$ cat config.mk
export PLATFORM = sky130hd
export DESIGN_NAME = bist_chk66_flat
export DESIGN_NICKNAME = d
export VERILOG_FILES = /design/src/rtl/bist_chk66_if.sv /design/src/rtl/bist_chk66.sv /design/src/flat_wrapper.sv
export SDC_FILE = /design/constraint.sdc
export NUM_CORES = 1
export LEC_CHECK = 0
export CORE_MARGIN = 2
export CORE_UTILIZATION = 55
export DETAILED_ROUTE_END_ITERATION = 8
export GPL_TIMING_DRIVEN = 0
export PLACE_DENSITY = 0.8
export SLEW_MARGIN = 20
export SYNTH_ARGS = -nofsm -noshare
export SYNTH_HDL_FRONTEND = slang
export SYNTH_SLANG_ARGS = --single-unit
export TNS_END_PERCENT = 50
$ cat constraint.sdc
create_clock -name clk -period 18.5 [get_ports clk]
set_input_delay 5.55 -clock clk [delete_from_list [all_inputs] [get_ports clk]]
set_output_delay 5.55 -clock clk [all_outputs]
set_load 0.02 [all_outputs]
$ cat src/rtl/bist_chk66_if.sv
// 66b receive block bus into the BIST checker: payload, sync header and valid qualifier.
interface bist_chk66_if;
    logic [63:0] RX_DAT;
    logic [1:0]  RX_SH;
    logic        RX_VAL;

    modport master (output RX_DAT, RX_SH, RX_VAL);
    modport slave  (input  RX_DAT, RX_SH, RX_VAL);
endinterface

$ cat src/rtl/bist_chk66.sv
// Receive-side PRBS31 BIST checker for 66b blocks: self-syncs in HUNT, free-runs the reference in LOCKED.
// Optional macro BIST_CHK_SH_ERR_EN routes bad sync headers to SH_ERR_CNT instead of the block/bit error counters.
module bist_chk66 #(
    parameter int LOCK_CNT = 16,
    parameter int LOSS_CNT = 4,
    parameter int CNT_W    = 32
) (
    input  logic             clk,
    input  logic             rst_n,
    input  logic             chk_en,
    input  logic             cnt_clr,
    bist_chk66_if.slave      rx,
    output logic             LOCKED,
    output logic [CNT_W-1:0] BLK_CNT,
    output logic [CNT_W-1:0] BLK_ERR_CNT,
    output logic [CNT_W-1:0] BIT_ERR_CNT,
    output logic [CNT_W-1:0] IDLE_CNT,
    output logic [CNT_W-1:0] SH_ERR_CNT
);
    localparam int RUN_W  = $clog2(LOCK_CNT + 1);
    localparam int LOSS_W = $clog2(LOSS_CNT + 1);
    localparam int SUM_W  = CNT_W + 8;

    typedef enum logic [1:0] {ST_IDLE, ST_HUNT, ST_LOCKED} state_t;

    // Next 64 stream bits after block p; bits from index 28 on depend on bits of the new block itself.
    function automatic logic [63:0] prbs_nxt(input logic [63:0] p);
        logic [63:0] q;
        q = '0;
        for (int i = 0; i < 28; i++)  q[i] = p[33+i] ^ p[36+i];
        for (int i = 28; i < 31; i++) q[i] = p[33+i] ^ q[i-28];
        for (int i = 31; i < 64; i++) q[i] = q[i-31] ^ q[i-28];
        return q;
    endfunction

    function automatic logic [6:0] popcnt64(input logic [63:0] v);
        logic [6:0] n;
        n = '0;
        for (int i = 0; i < 64; i++) n = n + {6'd0, v[i]};
        return n;
    endfunction

    function automatic logic [CNT_W-1:0] sat_add(input logic [CNT_W-1:0] c, input logic [6:0] inc);
        logic [SUM_W-1:0] s;
        s = {8'd0, c} + {{(SUM_W-7){1'b0}}, inc};
        if (s > {8'd0, {CNT_W{1'b1}}}) return {CNT_W{1'b1}};
        return s[CNT_W-1:0];
    endfunction

    logic [63:0]      dat_p1_d, dat_p1_q;
    logic [1:0]       sh_p1_d, sh_p1_q;
    logic             vld_p1_d, vld_p1_q;
    state_t           state_d, state_q;
    logic [63:0]      ref_d, ref_q;
    logic             seed_d, seed_q;
    logic [RUN_W-1:0] run_d, run_q;
    logic [LOSS_W-1:0] loss_d, loss_q;
    logic [CNT_W-1:0] blk_cnt_d, blk_cnt_q, blk_err_d, blk_err_q;
    logic [CNT_W-1:0] bit_err_d, bit_err_q, idle_cnt_d, idle_cnt_q;
    logic [63:0]      exp_blk, diff;
    logic             is_data, is_idle, is_bad, active;
    logic             blk_inc, err_inc, miss;
    logic [6:0]       bit_inc;

    // stage 1: register the incoming block
    always_comb begin
        dat_p1_d = rx.RX_DAT;
        sh_p1_d  = rx.RX_SH;
        vld_p1_d = rx.RX_VAL;
    end

    always_ff @(posedge clk) begin
        dat_p1_q <= dat_p1_d;
        sh_p1_q  <= sh_p1_d;
    end

    always_ff @(posedge clk or negedge rst_n) begin
        if (!rst_n) vld_p1_q <= 1'b0;
        else        vld_p1_q <= vld_p1_d;
    end

    // stage 2: classify, compare and update state/counters
    assign is_data = (sh_p1_q == 2'b10);
    assign is_idle = (sh_p1_q == 2'b01) && (dat_p1_q[7:0] == 8'h1E);
    assign is_bad  = (sh_p1_q == 2'b00) || (sh_p1_q == 2'b11);
    assign active  = chk_en && (state_q != ST_IDLE) && vld_p1_q;
    // In HUNT ref_q holds the last received block, in LOCKED the free-running expectation.
    assign exp_blk = prbs_nxt(ref_q);
    assign diff    = dat_p1_q ^ exp_blk;

    always_comb begin
        state_d = state_q;
        ref_d   = ref_q;
        seed_d  = seed_q;
        run_d   = run_q;
        loss_d  = loss_q;
        blk_inc = 1'b0;
        err_inc = 1'b0;
        bit_inc = '0;
        miss    = 1'b0;
        case (state_q)
            ST_IDLE: begin
                if (chk_en) begin
                    state_d = ST_HUNT;
                    seed_d  = 1'b0;
                    run_d   = '0;
                    loss_d  = '0;
                end
            end
            ST_HUNT: begin
                if (!chk_en) begin
                    state_d = ST_IDLE;
                end else if (vld_p1_q && !is_idle) begin
                    if (is_data) begin
                        ref_d  = dat_p1_q;
                        seed_d = 1'b1;
                        if (seed_q && (diff == '0)) begin
                            if (run_q == RUN_W'(LOCK_CNT - 1)) begin
                                state_d = ST_LOCKED;
                                run_d   = '0;
                                loss_d  = '0;
                            end else begin
                                run_d = run_q + RUN_W'(1);
                            end
                        end else begin
                            run_d = '0;
                        end
                    end else begin
                        run_d = '0;
                    end
                end
            end
            ST_LOCKED: begin
                if (!chk_en) begin
                    state_d = ST_IDLE;
                end else if (vld_p1_q && !is_idle) begin
                    ref_d = exp_blk;
                    if (is_data) begin
                        blk_inc = 1'b1;
                        if (diff != '0) begin
                            err_inc = 1'b1;
                            bit_inc = popcnt64(diff);
                            miss    = 1'b1;
                        end
                    end else if (is_bad) begin
`ifdef BIST_CHK_SH_ERR_EN
                        miss    = 1'b1;
`else
                        err_inc = 1'b1;
                        bit_inc = 7'd64;
                        miss    = 1'b1;
`endif
                    end else begin
                        err_inc = 1'b1;
                        bit_inc = 7'd64;
                        miss    = 1'b1;
                    end
                    if (!miss) begin
                        loss_d = '0;
                    end else if (loss_q == LOSS_W'(LOSS_CNT - 1)) begin
                        state_d = ST_HUNT;
                        loss_d  = '0;
                        run_d   = '0;
                        seed_d  = 1'b0;
                    end else begin
                        loss_d = loss_q + LOSS_W'(1);
                    end
                end
            end
            default: state_d = ST_IDLE;
        endcase
    end

    always_comb begin
        blk_cnt_d  = blk_cnt_q;
        blk_err_d  = blk_err_q;
        bit_err_d  = bit_err_q;
        idle_cnt_d = idle_cnt_q;
        if (cnt_clr) begin
            blk_cnt_d  = '0;
            blk_err_d  = '0;
            bit_err_d  = '0;
            idle_cnt_d = '0;
        end else begin
            if (blk_inc)          blk_cnt_d  = sat_add(blk_cnt_q, 7'd1);
            if (err_inc)          blk_err_d  = sat_add(blk_err_q, 7'd1);
            if (active && is_idle) idle_cnt_d = sat_add(idle_cnt_q, 7'd1);
            bit_err_d = sat_add(bit_err_q, bit_inc);
        end
    end

    always_ff @(posedge clk or negedge rst_n) begin
        if (!rst_n) begin
            state_q    <= ST_IDLE;
            ref_q      <= '0;
            seed_q     <= 1'b0;
            run_q      <= '0;
            loss_q     <= '0;
            blk_cnt_q  <= '0;
            blk_err_q  <= '0;
            bit_err_q  <= '0;
            idle_cnt_q <= '0;
        end else begin
            state_q    <= state_d;
            ref_q      <= ref_d;
            seed_q     <= seed_d;
            run_q      <= run_d;
            loss_q     <= loss_d;
            blk_cnt_q  <= blk_cnt_d;
            blk_err_q  <= blk_err_d;
            bit_err_q  <= bit_err_d;
            idle_cnt_q <= idle_cnt_d;
        end
    end

`ifdef BIST_CHK_SH_ERR_EN
    logic [CNT_W-1:0] sh_err_d, sh_err_q;

    always_comb begin
        sh_err_d = sh_err_q;
        if (cnt_clr)              sh_err_d = '0;
        else if (active && is_bad) sh_err_d = sat_add(sh_err_q, 7'd1);
    end

    always_ff @(posedge clk or negedge rst_n) begin
        if (!rst_n) sh_err_q <= '0;
        else        sh_err_q <= sh_err_d;
    end

    assign SH_ERR_CNT = sh_err_q;
`else
    assign SH_ERR_CNT = '0;
`endif

    assign LOCKED      = (state_q == ST_LOCKED);
    assign BLK_CNT     = blk_cnt_q;
    assign BLK_ERR_CNT = blk_err_q;
    assign BIT_ERR_CNT = bit_err_q;
    assign IDLE_CNT    = idle_cnt_q;
endmodule

$ cat src/flat_wrapper.sv
// flat-port wrapper written by rule: the top's interface ports become plain ports
module bist_chk66_flat 
#(
    parameter int LOCK_CNT = 16,
    parameter int LOSS_CNT = 4,
    parameter int CNT_W    = 32
)
  (clk, rst_n, chk_en, cnt_clr, LOCKED, BLK_CNT, BLK_ERR_CNT, BIT_ERR_CNT, IDLE_CNT, SH_ERR_CNT, rx_RX_DAT, rx_RX_SH, rx_RX_VAL);
  bist_chk66_if rx_i ();
  input  logic clk;
  input  logic rst_n;
  input  logic chk_en;
  input  logic cnt_clr;
  output logic LOCKED;
  output logic [CNT_W-1:0] BLK_CNT;
  output logic [CNT_W-1:0] BLK_ERR_CNT;
  output logic [CNT_W-1:0] BIT_ERR_CNT;
  output logic [CNT_W-1:0] IDLE_CNT;
  output logic [CNT_W-1:0] SH_ERR_CNT;
  input wire logic [$bits(rx_i.RX_DAT)-1:0] rx_RX_DAT;
  input wire logic [$bits(rx_i.RX_SH)-1:0] rx_RX_SH;
  input wire logic [$bits(rx_i.RX_VAL)-1:0] rx_RX_VAL;
  assign rx_i.RX_DAT = rx_RX_DAT;
  assign rx_i.RX_SH = rx_RX_SH;
  assign rx_i.RX_VAL = rx_RX_VAL;
  bist_chk66 #(.LOCK_CNT(LOCK_CNT), .LOSS_CNT(LOSS_CNT), .CNT_W(CNT_W)) u_core (.clk(clk), .rst_n(rst_n), .chk_en(chk_en), .cnt_clr(cnt_clr), .rx(rx_i), .LOCKED(LOCKED), .BLK_CNT(BLK_CNT), .BLK_ERR_CNT(BLK_ERR_CNT), .BIT_ERR_CNT(BIT_ERR_CNT), .IDLE_CNT(IDLE_CNT), .SH_ERR_CNT(SH_ERR_CNT));
endmodule
==> reports/qor.csv <==
stage,metric,value,unit
critical_path,CP arrival,10.61,ns
clock_tree,hold_buf cts,0,
critical_path,r2r startpoint,u_core.ref_q[34],
synthesis,adder-cell share of the synthesized area,10.2,%
cells_and_area,share of post-route cells with drive strength above 1,6.47,%
timing,RSZ-0062 raised after global routing,no,
critical_path,CP peak stage delay,0.61,ns
cells_and_area,"most common cell after layout, fill and taps aside",clkdlybuf4s50_1,
clock_tree,CTS max path bufs,3,
routing,drt wl/cell,19.6,um
critical_path,capturing point of the worst reg2reg path,u_core.BIT_ERR_CNT[25],
global_route,GR Overflow Total,0,
synthesis,yosys warns,0,
min_path,hold crit path type,flip-flop to flip-flop,
critical_path,critical path class,flip-flop to flip-flop,
cells_and_area,post-route cell area,0.0182,mm2
routing,DRT iter0 DRCs,1398,
placed_design,DPL Wire Length,32000,um
timing,final worst clock skew,0.0166,ns
synthesis,#FFs+latches synth,237,
clock_tree,CTS tree,built,
global_route,number of global-route vias before repair,12300,
routing,Vias,12900,
clock_tree,H-tree levels,1,
synthesis,mean post-synth cell area,9.53,um2
clock_tree,clock sinks,237,
global_route,initial antenna violation count,1,
clock_tree,Worst-path clk slew,0.06,ns
clock_tree,Root Driver,clkbuf_16,
synthesis,Post-synth EDFFs,0,
critical_path,worst reg-to-reg path cell count,31,
timing,pins over their slew limit,0,
timing,Sum Neg Setup Slack,0,ns
timing,relative slew slack,45.9,%
critical_path,CP most frequent cell,fa_1,
synthesis,Syn Std Cell Area,0.0147,mm2
global_route,largest net degree at the start of global routing,94,
critical_path,R2R Setup Slk,8.33,ns
timing,Final period util,55.0,%
timing,WHS,0.488,ns
critical_path,WP buf/inv,9,
timing,min Tclk post-route,10.17,ns
critical_path,startpoint types,flip-flop,
cells_and_area,fillers,2014,
synthesis,mux contribution to synthesized area,1.25,%
min_path,hold endpoint,u_core.run_q[3],
timing,Worst-Margin Slew,0.811,ns
global_route,overall routing resource usage,30.2,%
clock_tree,post_cts resized,0,
die,Site Rows,59,
die,die height,168,um
die,Core Region,0.0262,mm2
outcome,status,"complete, no violations",
die,die area,0.0281,mm2
global_route,first-pass GRT wire length,67200,um
critical_path,CP required,18.94,ns
flow_run,MaxCap Viol Count,0,
routing,drt drc,0,
critical_path,CP Capture Type,flip-flop,
routing,Via density,5.96,
routing,total wire length,42400,um
placed_design,Port Buf Inserts,198,
timing,Max Freq,98.4,MHz
cells_and_area,Sequential Area,0.00560,mm2
critical_path,slowest CP cell,xor2_1,
synthesis,Synth Area in Compound Gates,14.1,%
synthesis,part of the Yosys area used for sequential elements,38.0,%
placed_design,DP Area,0.0173,mm2
synthesis,post-synthesis cell type count,73,
synthesis,post-synthesis xor/xnor area fraction,12.2,%
critical_path,"CP delay by family, top",adder cells,
synthesis,Post-Synth Simple-Gate Area,17.2,%
clock_tree,post-CTS setup buffers,0,
die,number of top-level pins,232,
placed_design,GPL Wtd Cong,0.955,
cells_and_area,fin util,69.3,%
cells_and_area,Area growth syn-to-layout,23.3,%
cells_and_area,most frequent cells in the layout,"clkdlybuf4s50_1 (197), dfrtp_1 (171), nand2_1 (123)",
die,Chip Width,168,um
timing,final count of hold timing violations,0,
synthesis,Main synth FF type,dfrtp_1,
synthesis,largest family of logic cells by synthesized area,simple AND/OR/NAND/NOR gates,
cells_and_area,NumNets Final,1962,
min_path,Worst Min Path Start,u_core.run_q[3],
critical_path,CP Max Fanout,10,
clock_tree,worst skew pair latency,0.54,ns
timing,Finish-stage setup viols,0,
min_path,hold depth,1,
routing,Final ANT Viol Nets,0,
routing,drt pass-1 iters,8,
synthesis,"FFs w/ async S/R, synth",72.2,%
clock_tree,total CTS buffers,26,
cells_and_area,multi-input logic area,0.00822,mm2
die,Starting Density,56.2,%
synthesis,Post-Syn Instances,1546,
## state kept, by name, summed over array words and instances (netlist names)
register,count
u_core.BIT_ERR_CNT,32
u_core.BLK_CNT,32
u_core.BLK_ERR_CNT,32
u_core.IDLE_CNT,32
u_core.dat_p1_q,64
u_core.loss_q,3
u_core.ref_q,31
u_core.run_q,5
u_core.seed_q,1
u_core.sh_p1_q,2
u_core.state_q,2
u_core.vld_p1_q,1
## per-stage QoR
| step | cells | setup slack (ns) |
|---|---|---|
| after floorplan | 1577 | 9.72 |
| after global placement | 2110 | 4.55 |
| after detailed placement | 2111 | 8.37 |
| after CTS | 2159 | 8.44 |
| after global routing | 2159 | 7.81 |
| final | 2160 | 8.33 |
## logic make-up after synthesis
kind of cell,count (synthesis)
AND/OR/NAND/NOR,494
AO/OA/AOI/OAI,331
flip-flops,237
buffers and inverters,229
XOR/XNOR,149
adder cells (fa/ha/maj),87
multiplexers,18
other,1
## cell usage after synthesis (20+ instances only)
cell type    n  area (um2)
dfrtp_1    171        4280
nand2_1    123         462
o21ai_0    102         510
inv_1      101         379
nor2_1      97         364
a21oi_1     87         435
clkbuf_1    74         278
xnor2_1     71         622
nand3_1     67         335
dfxtp_1     66        1320
fa_1        55        1100
xor2_1      42         368
and3_1      40         250
nor3_1      40         200
a211oi_1    38         285
buf_4       33         248
xnor3_1     33         743
ha_1        32         400
nand4_1     31         194
a311oi_1    28         245
a31oi_1     20         125
## how the worst max path moves through the flow
| stage | startpoint | endpoint | slack (ns) | depth (start not counted) |
|---|---|---|---|---|
| 3_5_place_dp | chk_en | u_core.BIT_ERR_CNT[25] | 8.37 | 15 |
| 6_report | u_core.ref_q[34] | u_core.BIT_ERR_CNT[25] | 8.33 | 31 |
| 3_3_place_gp | rst_n | u_core.BIT_ERR_CNT[14] | 4.55 | 1 |
| 4_1_cts | u_core.ref_q[34] | u_core.BIT_ERR_CNT[25] | 8.44 | 31 |
| 5_1_grt | u_core.ref_q[34] | u_core.BIT_ERR_CNT[25] | 7.81 | 31 |
| 2_1_floorplan | u_core.ref_q[34] | u_core.BIT_ERR_CNT[20] | 9.72 | 31 |
## cell type report
type | instances | area share, %
timing repair buffer | 199 | 11.1
clock buffer | 38 | 4.40
clock inverter | 10 | 0.420
antenna | 1 | 0.0138
sequential | 237 | 30.8
multi-input combinational | 1111 | 45.3
tap | 335 | 2.31
buffer | 127 | 3.54
inverter | 102 | 2.11
## routing by layer
layer	part of all wire, %	routed length (um)	up-vias	GRT usage [%]
li1	-	-	5861	-
met1	41	17200	6191	40.4
met2	47	20100	703	50.4
met3	8.3	3510	119	4.33
met4	3.8	1620	0	11.5
met5	0	0	-	0
Power is not shown: default switching activity piles up to over one toggle a cycle in this logic, so the estimate is an artifact.
